===== src/rtl/rf_wb_arbiter.sv =====
// Register-file write-port arbiter: WB stage vs. buffered MDU results, with anti-starvation stall.
// Optional stall/drop statistics outputs are enabled by defining RF_WB_STATS_EN.
module rf_wb_arbiter #(
  parameter int FIFO_DEPTH   = 4,
  parameter int STARVE_LIMIT = 8
) (
  input  logic        clk,
  input  logic        reset,
  input  logic        pipe_valid,
  input  logic [4:0]  pipe_idx,
  input  logic [31:0] pipe_data,
  output logic        pipe_ready,
  input  logic        mdu_valid,
  input  logic [4:0]  mdu_idx,
  input  logic [31:0] mdu_data,
  output logic        mdu_ready,
  output logic        rf_we,
  output logic [4:0]  rf_widx,
  output logic [31:0] rf_wdata,
  output logic [31:0] pend_mask
`ifdef RF_WB_STATS_EN
  ,
  output logic [15:0] stall_cnt,
  output logic [15:0] drop_cnt
`endif
);

  localparam int PW = $clog2(FIFO_DEPTH);

  typedef enum logic {ST_NORMAL, ST_FORCE} state_t;

  state_t          r_state, w_state_next;
  logic [PW-1:0]   r_wr_ptr, r_rd_ptr;
  logic [PW:0]     r_count, w_count_next;
  logic [7:0]      r_starve, w_starve_next;
  logic [4:0]      r_idx_mem  [FIFO_DEPTH];
  logic [31:0]     r_data_mem [FIFO_DEPTH];

  logic            w_empty, w_full, w_push, w_pop, w_pipe_write;
  logic [FIFO_DEPTH-1:0] w_entry_valid;
  logic [31:0]     w_pend;

  assign w_empty      = (r_count == '0);
  assign w_full       = (r_count == (PW+1)'(FIFO_DEPTH));
  assign mdu_ready    = !reset && !w_full;
  // Destination x0 is accepted from the MDU but never stored.
  assign w_push       = mdu_valid && mdu_ready && (mdu_idx != 5'd0);
  assign w_pipe_write = !reset && (r_state == ST_NORMAL) && pipe_valid && (pipe_idx != 5'd0);
  assign w_pop        = !reset && !w_empty && ((r_state == ST_FORCE) || !w_pipe_write);
  assign w_count_next = r_count + {{PW{1'b0}}, w_push} - {{PW{1'b0}}, w_pop};

  always_ff @(posedge clk) begin
    if (reset) begin
      r_state  <= ST_NORMAL;
      r_wr_ptr <= '0;
      r_rd_ptr <= '0;
      r_count  <= '0;
      r_starve <= '0;
    end else begin
      r_state  <= w_state_next;
      r_count  <= w_count_next;
      r_starve <= w_starve_next;
      if (w_push) r_wr_ptr <= r_wr_ptr + 1'b1;
      if (w_pop)  r_rd_ptr <= r_rd_ptr + 1'b1;
    end
  end

  always_ff @(posedge clk) begin
    if (!reset && w_push) begin
      r_idx_mem[r_wr_ptr]  <= mdu_idx;
      r_data_mem[r_wr_ptr] <= mdu_data;
    end
  end

  always_comb begin
    w_state_next  = r_state;
    w_starve_next = '0;
    pipe_ready    = 1'b1;
    rf_we         = 1'b0;
    rf_widx       = '0;
    rf_wdata      = '0;
    if (!reset) begin
      if (w_pipe_write) begin
        rf_we    = 1'b1;
        rf_widx  = pipe_idx;
        rf_wdata = pipe_data;
      end else if (w_pop) begin
        rf_we    = 1'b1;
        rf_widx  = r_idx_mem[r_rd_ptr];
        rf_wdata = r_data_mem[r_rd_ptr];
      end
      case (r_state)
        ST_NORMAL: begin
          if (!w_empty && !w_pop) w_starve_next = r_starve + 8'd1;
          if ((w_count_next == (PW+1)'(FIFO_DEPTH)) || (w_starve_next == 8'(STARVE_LIMIT)))
            w_state_next = ST_FORCE;
        end
        ST_FORCE: begin
          pipe_ready = 1'b0;
          if (w_count_next < (PW+1)'(FIFO_DEPTH) || w_count_next == '0)
            w_state_next = ST_NORMAL;
        end
        default: w_state_next = ST_NORMAL;
      endcase
    end
  end

  // Slot gi holds a live entry when its distance from the head is below count.
  for (genvar gi = 0; gi < FIFO_DEPTH; gi++) begin : g_valid
    logic [PW-1:0] w_off;
    assign w_off             = PW'(gi) - r_rd_ptr;
    assign w_entry_valid[gi] = ({1'b0, w_off} < r_count);
  end

  always_comb begin
    w_pend = '0;
    for (int i = 0; i < FIFO_DEPTH; i++) begin
      if (w_entry_valid[i]) w_pend[r_idx_mem[i]] = 1'b1;
    end
  end

  assign pend_mask = reset ? 32'd0 : w_pend;

`ifdef RF_WB_STATS_EN
  logic [15:0] r_stall_cnt, r_drop_cnt;
  logic [1:0]  w_drop_inc;
  logic [16:0] w_drop_sum;

  assign w_drop_inc = {1'b0, !reset && pipe_valid && pipe_ready && (pipe_idx == 5'd0)}
                    + {1'b0, mdu_valid && mdu_ready && (mdu_idx == 5'd0)};
  assign w_drop_sum = {1'b0, r_drop_cnt} + {15'd0, w_drop_inc};

  always_ff @(posedge clk) begin
    if (reset) begin
      r_stall_cnt <= '0;
      r_drop_cnt  <= '0;
    end else begin
      if (!pipe_ready && r_stall_cnt != 16'hFFFF) r_stall_cnt <= r_stall_cnt + 16'd1;
      r_drop_cnt <= w_drop_sum[16] ? 16'hFFFF : w_drop_sum[15:0];
    end
  end

  assign stall_cnt = r_stall_cnt;
  assign drop_cnt  = r_drop_cnt;
`endif

endmodule


===== config.mk =====
export PLATFORM = sky130hd
export DESIGN_NAME = rf_wb_arbiter
export DESIGN_NICKNAME = d
export VERILOG_FILES = /design/src/rtl/rf_wb_arbiter.sv
export SDC_FILE = /design/constraint.sdc
export NUM_CORES = 1
export LEC_CHECK = 0
export BUFFER_PORTS_ARGS = -buffer_cell sky130_fd_sc_hd__buf_2
export CORE_MARGIN = 1
export CORE_UTILIZATION = 30
export DETAILED_ROUTE_END_ITERATION = 8
export GPL_ROUTABILITY_DRIVEN = 1
export PLACE_DENSITY = 0.54
export REMOVE_ABC_BUFFERS = 1
export SYNTH_ARGS = -nofsm -noshare
export SYNTH_HDL_FRONTEND = slang
export SYNTH_SLANG_ARGS = --single-unit
export TNS_END_PERCENT = 30

===== constraint.sdc =====
create_clock -name clk -period 4.3 [get_ports clk]
set_input_delay 0.645 -clock clk [delete_from_list [all_inputs] [get_ports clk]]
set_output_delay 0.645 -clock clk [all_outputs]
set_load 0.05 [all_outputs]

==> Implementation_results.wiki, run 1 <==
{| class="wikitable"
! Metric !! Value
|-
| Library cell occupying the most area in the post-synthesis netlist || edfxtp_1
|-
| Fmax || approximately 0.26 GHz
|-
| Clk_lat worst skew || 0.43 ns
|-
| Share of cells above drive strength 1 || 0.3679
|-
| Gates resized, CTS repair || 0
|-
| Maximum number of pins on one net before global-route repair || 40
|-
| Height of the chip || 168.0 um
|-
| Class of the tightest hold or removal check || input pin to register
|-
| Weighted congestion at the end of routability-driven global placement || 0.7984
|-
| Worst relative slew slack || 0.3100
|-
| Largest driver fanout on the critical path || 11
|-
| Top cells by instance count after synthesis || 148 x edfxtp_1, 48 x a22oi_1, 37 x a22o_1, 37 x mux4_2, 27 x a21oi_1
|-
| Number of enable flip-flop cells after synthesis || 148
|-
| Static leakage || around 3.4 nW
|-
| Portion of the post-synthesis area used by sequential elements || 0.5810
|-
| Worst Reg-to-Reg Cells || 13
|-
| Clock sink count || between 150 and 200
|-
| Slowest cell on crit path || a2111oi_4
|-
| Final Cycle Share || 0.8830
|-
| Most common flop cell mapped by yosys || edfxtp_1
|-
| Global routing usage summed across all routing layers || 0.1448
|-
| Floorplan Core Area || 27,030 sq um
|-
| Worst vdd ir || 0.2498 mV
|-
| Antenna-violating nets left || 0
|-
| Flop and latch count out of synthesis || 166
|-
| Total of fill cells in the finished design || 2,623
|-
| Power per standard cell area || ~530 nW/um^2
|-
| Via count of the routed design || between 5,000 and 6,000
|-
| Combined area of all synthesized cells || approximately 8300 sq um
|-
| Cell count after synthesis || 547
|-
| Via density per instance || 5.196
|-
| Area added between synthesis and finish || 19.90%
|-
| Sort of element at the end of the critical path || output pin
|-
| Area occupied by multi-input gates || 3179 sq um
|-
| Longest Clk Path Bufs || 2
|-
| CTS Hold Bufs || 0
|-
| Dominant cell by count in the synthesized netlist || edfxtp_1
|-
| Post-detailed-route wirelength per cell || between 15 and 20 um
|-
| DIE AREA || 28,230 sq um
|-
| Die X-Extent || 168.0 um
|-
| Count of input and output buffers || 149
|-
| Final number of hold-violating endpoints || 0
|-
| Setup-violating endpoint count in the final report || 0
|-
| TritonCTS clock tree || yes
|-
| Synth warnings || 0
|-
| Actual slew at the worst max-slew pin || slightly above 1 ns
|-
| Number of primary I/O pins || 150
|-
| Required time worst endpoint || 3.65 ns
|-
| Maximum level of the CTS H-tree || 4
|-
| Startpoint types || register
|-
| First-pass GRT wire length || 30,590 um
|-
| Post-Route Utilization || 0.3669
|-
| Starting Density || 0.3060
|-
| RSZ-0062 raised after global routing || no
|-
| Final std cells w/o fill || 1,047
|-
| Clock buffer count from CTS || 17
|-
| Count of maximum capacitance violations || 0
|-
| Arrival time of data at the critical path endpoint || about 3.2 ns
|-
| Yosys top cell area share || 0.5374
|-
| Final Critical Period || approximately 3.8 ns
|-
| Cell variety after synth || 54
|-
| Total grt overflow || 0
|-
| Total count of max-transition violations in the final report || 0
|-
| Setup TNS || 0 ns
|-
| Routed wire length || 20,230 um
|-
| Total half-perimeter wirelength after legalization and detailed placement || 13,510 um
|-
| Clock-pin slew on the worst setup and hold paths || ~0.08 ns
|-
| Number of global-route vias before repair || 5,426
|-
| Number of cells on the worst hold path || 1
|-
| Final-stage net count || 781
|-
| Root buffer selected by CTS || clkbuf_16
|-
| Dpl cells || 1,013
|-
| Status || finished, final reports clean
|-
| Number of iterations in the first detailed-routing pass || 5
|-
| Reg area || 4807 sq um
|-
| Drt first-iter violations || approximately 330
|-
| Kind of critical path || register to output pin
|-
| Top cells by area, synth || edfxtp_1 54%, mux4_2 10%, dfxtp_1 4.4%
|-
| DRC errors left || 0
|-
| Clk_skew || 0.01238 ns
|-
| Mean instance size in the synthesized netlist || 15.12 sq um
|-
| Initial antenna violation count || 3
|-
| Number of core rows || 60
|-
| Ordered list of cells on the worst path || xnor2_1 > inv_1 > ha_1 > and2b_2 > a2111oi_4 > a22oi_1 > a21oi_1 > buf_2
|-
| Slowest stage delay, CP || 0.70 ns
|-
| Post-CTS Setup Inserts || 0
|-
| Proportion of synthesized flip-flops having asynchronous set or reset || 0
|}
kinds of logic after synthesis:
family / count (synthesis) / synth area share
AO/OA/AOI/OAI: 153 / 0.1663
buffers and inverters: 51 / 0.03526
multiplexers: 39 / 0.1032
flip-flops: 166 / 0.5810
adder cells (fa/ha/maj): 12 / 0.01906
XOR/XNOR: 9 / 0.01120
AND/OR/NAND/NOR: 117 / 0.08398
report_power, final:
| group | leakage (nW) | total [mW] | internal (mW) | switching [mW] |
|---|---|---|---|---|
| registers | 1.49 | 1.99 | 1.85 | 0.139 |
| logic | 1.61 | 1.80 | 0.670 | 1.13 |
| clock network | 0.293 | 1.50 | 0.785 | 0.711 |
flip-flops by register name, summed over array words and instances, names as in the netlist, named ones only:
name	count
r_data_mem	128
r_idx_mem	20
r_starve	8
r_count	3
r_rd_ptr	2
r_wr_ptr	2
r_state	1
cell usage in the layout (no fill, tap or decap), drive strengths merged, types with 2 or more instances in the layout:
master / n
inv: 25
a21oi: 27
a22o: 37
xor2: 4
nor4: 3
ha: 11
nor2: 20
a211oi: 2
dfxtp: 18
and3: 9
a31oi: 7
and3b: 6
clkbuf: 17
nand2b: 4
edfxtp: 148
nor2b: 10
nor4b: 2
a2111oi: 11
xnor2: 4
o21ai: 3
nand3: 14
nor3: 8
clkinv: 6
a32oi: 9
nand2: 18
nor3b: 14
mux4: 37
mux2i: 2
buf: 160
o21bai: 2
a22oi: 48
diode: 2
and2: 4
worst max-delay path: cells and delay by family (launching register included):
family                     cells  cell delay, ns
adders and majority gates      1            0.26
buffers and inverters          2            0.35
AOI/OAI and AO/OA              3            1.11
xor gates and xnor gates       1            0.19
and+or+nand+nor                1            0.27
DFF                            1            0.55
worst paths after layout:
| check | from | slack, ns | endpoint |
|---|---|---|---|
| hold reg to reg | r_starve[0] | 0.48 | r_starve[0] |
| hold / removal | mdu_data[30] | 0.43 | r_data_mem[1][30] |
| setup / recovery | r_rd_ptr[0] | 0.50 | pend_mask[2] |
| setup reg to reg | r_count[2] | 1.23 | r_state |
cell type report:
| cell class | count | share of cell area |
|---|---|---|
| sequential | 166 | 0.4849 |
| inverter | 16 | 0.006058 |
| antenna | 2 | 0.0005048 |
| timing repair buffer | 160 | 0.08481 |
| clock inverter | 15 | 0.01716 |
| multi-input combinational | 330 | 0.3207 |
| tap | 341 | 0.04303 |
| clock buffer | 17 | 0.04291 |
per-layer routing:
| layer | up-vias | track usage | wire [um] |
|---|---|---|---|
| li1 | 2541 | - | - |
| met1 | 2646 | 0.1882 | 8978 |
| met2 | 227 | 0.2393 | 9573 |
| met3 | 24 | 0.03926 | 1449 |
| met4 | 2 | 0.03550 | 213 |
| met5 | - | 0 | 10 |
metrics by stage:
stage                     area, sq um  power [mW]  setup slack (ns)  hold WS (ns)
final                            9915       5.286            0.5031        0.4344
after global routing             9910       5.530            0.3251        0.4054
after CTS                        9910       5.361            0.4907        0.4042
after detailed placement         9314       3.853            0.9171        0.4690
after global placement           9314       3.844            0.9537        0.4572
after floorplan                  8038       3.351            0.5047        0.4374
(Power assumes the default switching activity.)
==> inputs of run 2 (changes only) <==
- CORE_ASPECT_RATIO: unset -> 0.75
==> Implementation_results.wiki, run 2 (same netlist as run 1, synthesis figures left out) <==
{| class="wikitable"
! Metric !! Value
|-
| Final std cells w/o fill || 1,054 (was 1,047)
|-
| Number of primary I/O pins || 150 (unchanged)
|-
| Via count of the routed design || 5,542 (was 5,440)
|-
| Number of iterations in the first detailed-routing pass || 5 (unchanged)
|-
| CP top delay family || compound AO/OA/AOI/OAI gates (unchanged)
|-
| Final number of hold-violating endpoints || 0 (unchanged)
|-
| Final Cycle Share || 0.8953 (was 0.8830)
|-
| Longest Clk Path Bufs || 2 (unchanged)
|-
| Clk_skew || 0.01151 ns (was 0.01238 ns)
|-
| Largest registers || r_data_mem: 128 flops, r_idx_mem: 20 flops, r_starve: 8 flops (unchanged)
|-
| DRC errors left || 0 (unchanged)
|-
| DIE AREA || 28,240 sq um (was 28,230 sq um)
|-
| Startpoint types || register (unchanged)
|-
| Required time worst endpoint || 3.65 ns (about the same)
|-
| Final-stage net count || 780 (was 781)
|-
| Count of inserted antenna diode cells || 0 (was 2)
|-
| Total half-perimeter wirelength after legalization and detailed placement || 14,670 um (was 13,510 um)
|-
| Global routing usage summed across all routing layers || 0.1497 (was 0.1448)
|-
| Sum of buffers and inverters on the critical path || 2 (unchanged)
|-
| Initial antenna violation count || 1 (was 3)
|-
| Area added between synthesis and finish || 20.43% (was 19.90%)
|-
| First-pass GRT wire length || 32,310 um (was 30,590 um)
|-
| Most common cell after layout, fill and taps aside || buf_2 (unchanged)
|-
| Starting Density || 0.3063 (was 0.3060)
|-
| Antenna-violating nets left || 0 (unchanged)
|-
| Clock sink count || 166 (unchanged)
|-
| RSZ-0062 raised after global routing || no (unchanged)
|-
| CTS Hold Bufs || 0 (unchanged)
|-
| Sort of element at the end of the critical path || output pin (unchanged)
|-
| Weighted congestion at the end of routability-driven global placement || 0.8783 (was 0.7984)
|-
| Routed wire length || 20,920 um (was 20,230 um)
|-
| Post-detailed-route wirelength per cell || 19.85 um (was 19.32 um)
|-
| Count of input and output buffers || 149 (unchanged)
|-
| Total count of max-transition violations in the final report || 0 (unchanged)
|-
| Status || finished, final reports clean (unchanged)
|-
| Share of cells above drive strength 1 || 0.3627 (was 0.3679)
|-
| Leading cell types in the layout, fill and taps excluded || 149 x buf_2, 148 x edfxtp_1, 48 x a22oi_1, 37 x mux4_2, 37 x a22o_1 (unchanged)
|-
| Number of core rows || 52 (was 60)
|-
| Total grt overflow || 0 (unchanged)
|-
| Die X-Extent || 193.7 um (was 168.0 um)
|-
| Setup TNS || 0 ns (unchanged)
|-
| Clk pwr share || 0.301 (was 0.283)
|-
| Class of the tightest hold or removal check || input pin to register (unchanged)
|-
| Clock buffer count from CTS || 17 (unchanged)
|-
| Slowest stage delay, CP || 0.72 ns (was 0.70 ns)
|-
| Kind of critical path || register to output pin (unchanged)
|-
| Post-Route Utilization || 0.3688 (was 0.3669)
|-
| Dpl cells || 1,022 (was 1,013)
|-
| TritonCTS clock tree || yes (unchanged)
|-
| Root buffer selected by CTS || clkbuf_16 (unchanged)
|-
| Clk_lat worst skew || 0.42 ns (was 0.43 ns)
|-
| Actual slew at the worst max-slew pin || 1.004 ns (was 1.035 ns)
|-
| Number of global-route vias before repair || 5,499 (was 5,426)
|-
| Worst vdd ir || 0.2045 mV (was 0.2498 mV)
|-
| Maximum level of the CTS H-tree || 4 (unchanged)
|-
| Ordered list of cells on the worst path || xnor2_1 > inv_1 > ha_1 > and2b_2 > a2111oi_4 > a22oi_1 > a21oi_1 > buf_2 (unchanged)
|-
| Post-CTS Setup Inserts || 0 (unchanged)
|-
| Sequential share of power || 0.367 (was 0.377)
|-
| Max reg flops || 128 (unchanged)
|-
| Gates resized, CTS repair || 0 (unchanged)
|-
| Final Critical Period || 3.850 ns (was 3.797 ns)
|-
| Power per standard cell area || 547.4 nW/um^2 (was 533.1 nW/um^2)
|-
| Net switching power of the design || 1.901 mW (was 1.979 mW)
|-
| Count of maximum capacitance violations || 0 (unchanged)
|-
| Worst relative slew slack || 0.3251 (was 0.3100)
|-
| Net switching fraction of the power || 0.3488 (was 0.3744)
|-
| Arrival time of data at the critical path endpoint || 3.20 ns (was 3.15 ns)
|-
| Height of the chip || 145.8 um (was 168.0 um)
|-
| Logic pwr share || 0.333 (was 0.340)
|-
| Top register by number of flip-flops || r_data_mem (unchanged)
|-
| Drt first-iter violations || 449 (was 325)
|-
| Slowest cell on crit path || a2111oi_4 (unchanged)
|-
| Internal power || 3.550 mW (was 3.307 mW)
|-
| Setup-violating endpoint count in the final report || 0 (unchanged)
|-
| Via density per instance || 5.258 (was 5.196)
|-
| Largest driver fanout on the critical path || 11 (unchanged)
|-
| Clock-pin slew on the worst setup and hold paths || 0.07 ns (was 0.08 ns)
|-
| Floorplan Core Area || 27,000 sq um (was 27,030 sq um)
|-
| Maximum number of pins on one net before global-route repair || 45 (was 40)
|-
| Fmax || 0.2598 GHz (was 0.2634 GHz)
|-
| Static leakage || 3.403 nW (was 3.394 nW)
|}
## run 2: cell types whose count changed in the layout (fill, tap and decap cells not counted), sizes merged
cell / before / now
buf: 160 / 159
bufinv: 0 / 5
clkbuf: 17 / 19
clkinv: 6 / 7
clkinvlp: 0 / 1
diode: 2 / 0
inv: 25 / 16
## run 2: worst paths after layout
path / slack [ns] / cells after the start / end / from
min: 0.44 / 1 / r_data_mem[2][30] / mdu_data[30]
min reg2reg: 0.49 / 1 / r_starve[0] / r_starve[0]
max: 0.45 / 8 / pend_mask[1] / r_rd_ptr[0]
max reg2reg: 1.10 / 13 / r_state / r_count[2]
## run 2: metrics by stage
stage | cell area, sq um | hold slack (ns) | setup WS [ns] | total power, mW
detailed placement | 9320 | 0.4781 | 0.8799 | 3.855
global placement | 9320 | 0.4700 | 0.8948 | 3.846
CTS | 9958 | 0.4230 | 0.4842 | 5.502
global route | 9958 | 0.4264 | 0.2476 | 5.688
finish | 9958 | 0.4446 | 0.4502 | 5.451
floorplan | 8038 | 0.4374 | 0.5047 | 3.351
## run 2: final cells by class
| type | instances | area (sq um) |
|---|---|---|
| clock inverter | 13 | 205.2 |
| multi-input combinational | 330 | 3181 |
| sequential | 166 | 4807 |
| fill | 2570 | 17040 |
| clock buffer | 19 | 432.9 |
| timing repair buffer | 159 | 833.3 |
| tap | 351 | 439.2 |
| inverter | 16 | 60.06 |
## run 2: layer usage
| layer | vias to the layer above | GRT usage | wire length (um) |
|---|---|---|---|
| met5 | - | 0 | 11 |
| met4 | 2 | 0.03240 | 252 |
| met3 | 36 | 0.03778 | 1418 |
| met2 | 231 | 0.2245 | 9133 |
| met1 | 2736 | 0.2170 | 10100 |
| li1 | 2537 | - | - |
## run 2: power by group through the flow
| stage | combinational (mW) | clock, mW | sequential (mW) |
|---|---|---|---|
| after CTS | 1.82 | 1.67 | 2.00 |
| after global placement | 1.81 | 0 | 2.04 |
| after floorplan | 1.33 | 0 | 2.03 |
| after detailed placement | 1.82 | 0 | 2.04 |
| after global routing | 1.94 | 1.73 | 2.02 |
| final | 1.81 | 1.64 | 2.00 |
## run 2: worst register-to-register path, delay by kind of cell, from the launching register on
| family | cells | cell delay [ns] |
|---|---|---|
| fa+ha+maj | 3 | 0.81 |
| simple gates | 3 | 0.80 |
| compound gates | 3 | 0.51 |
| buf+inv | 4 | 0.36 |
| flops | 1 | 0.59 |
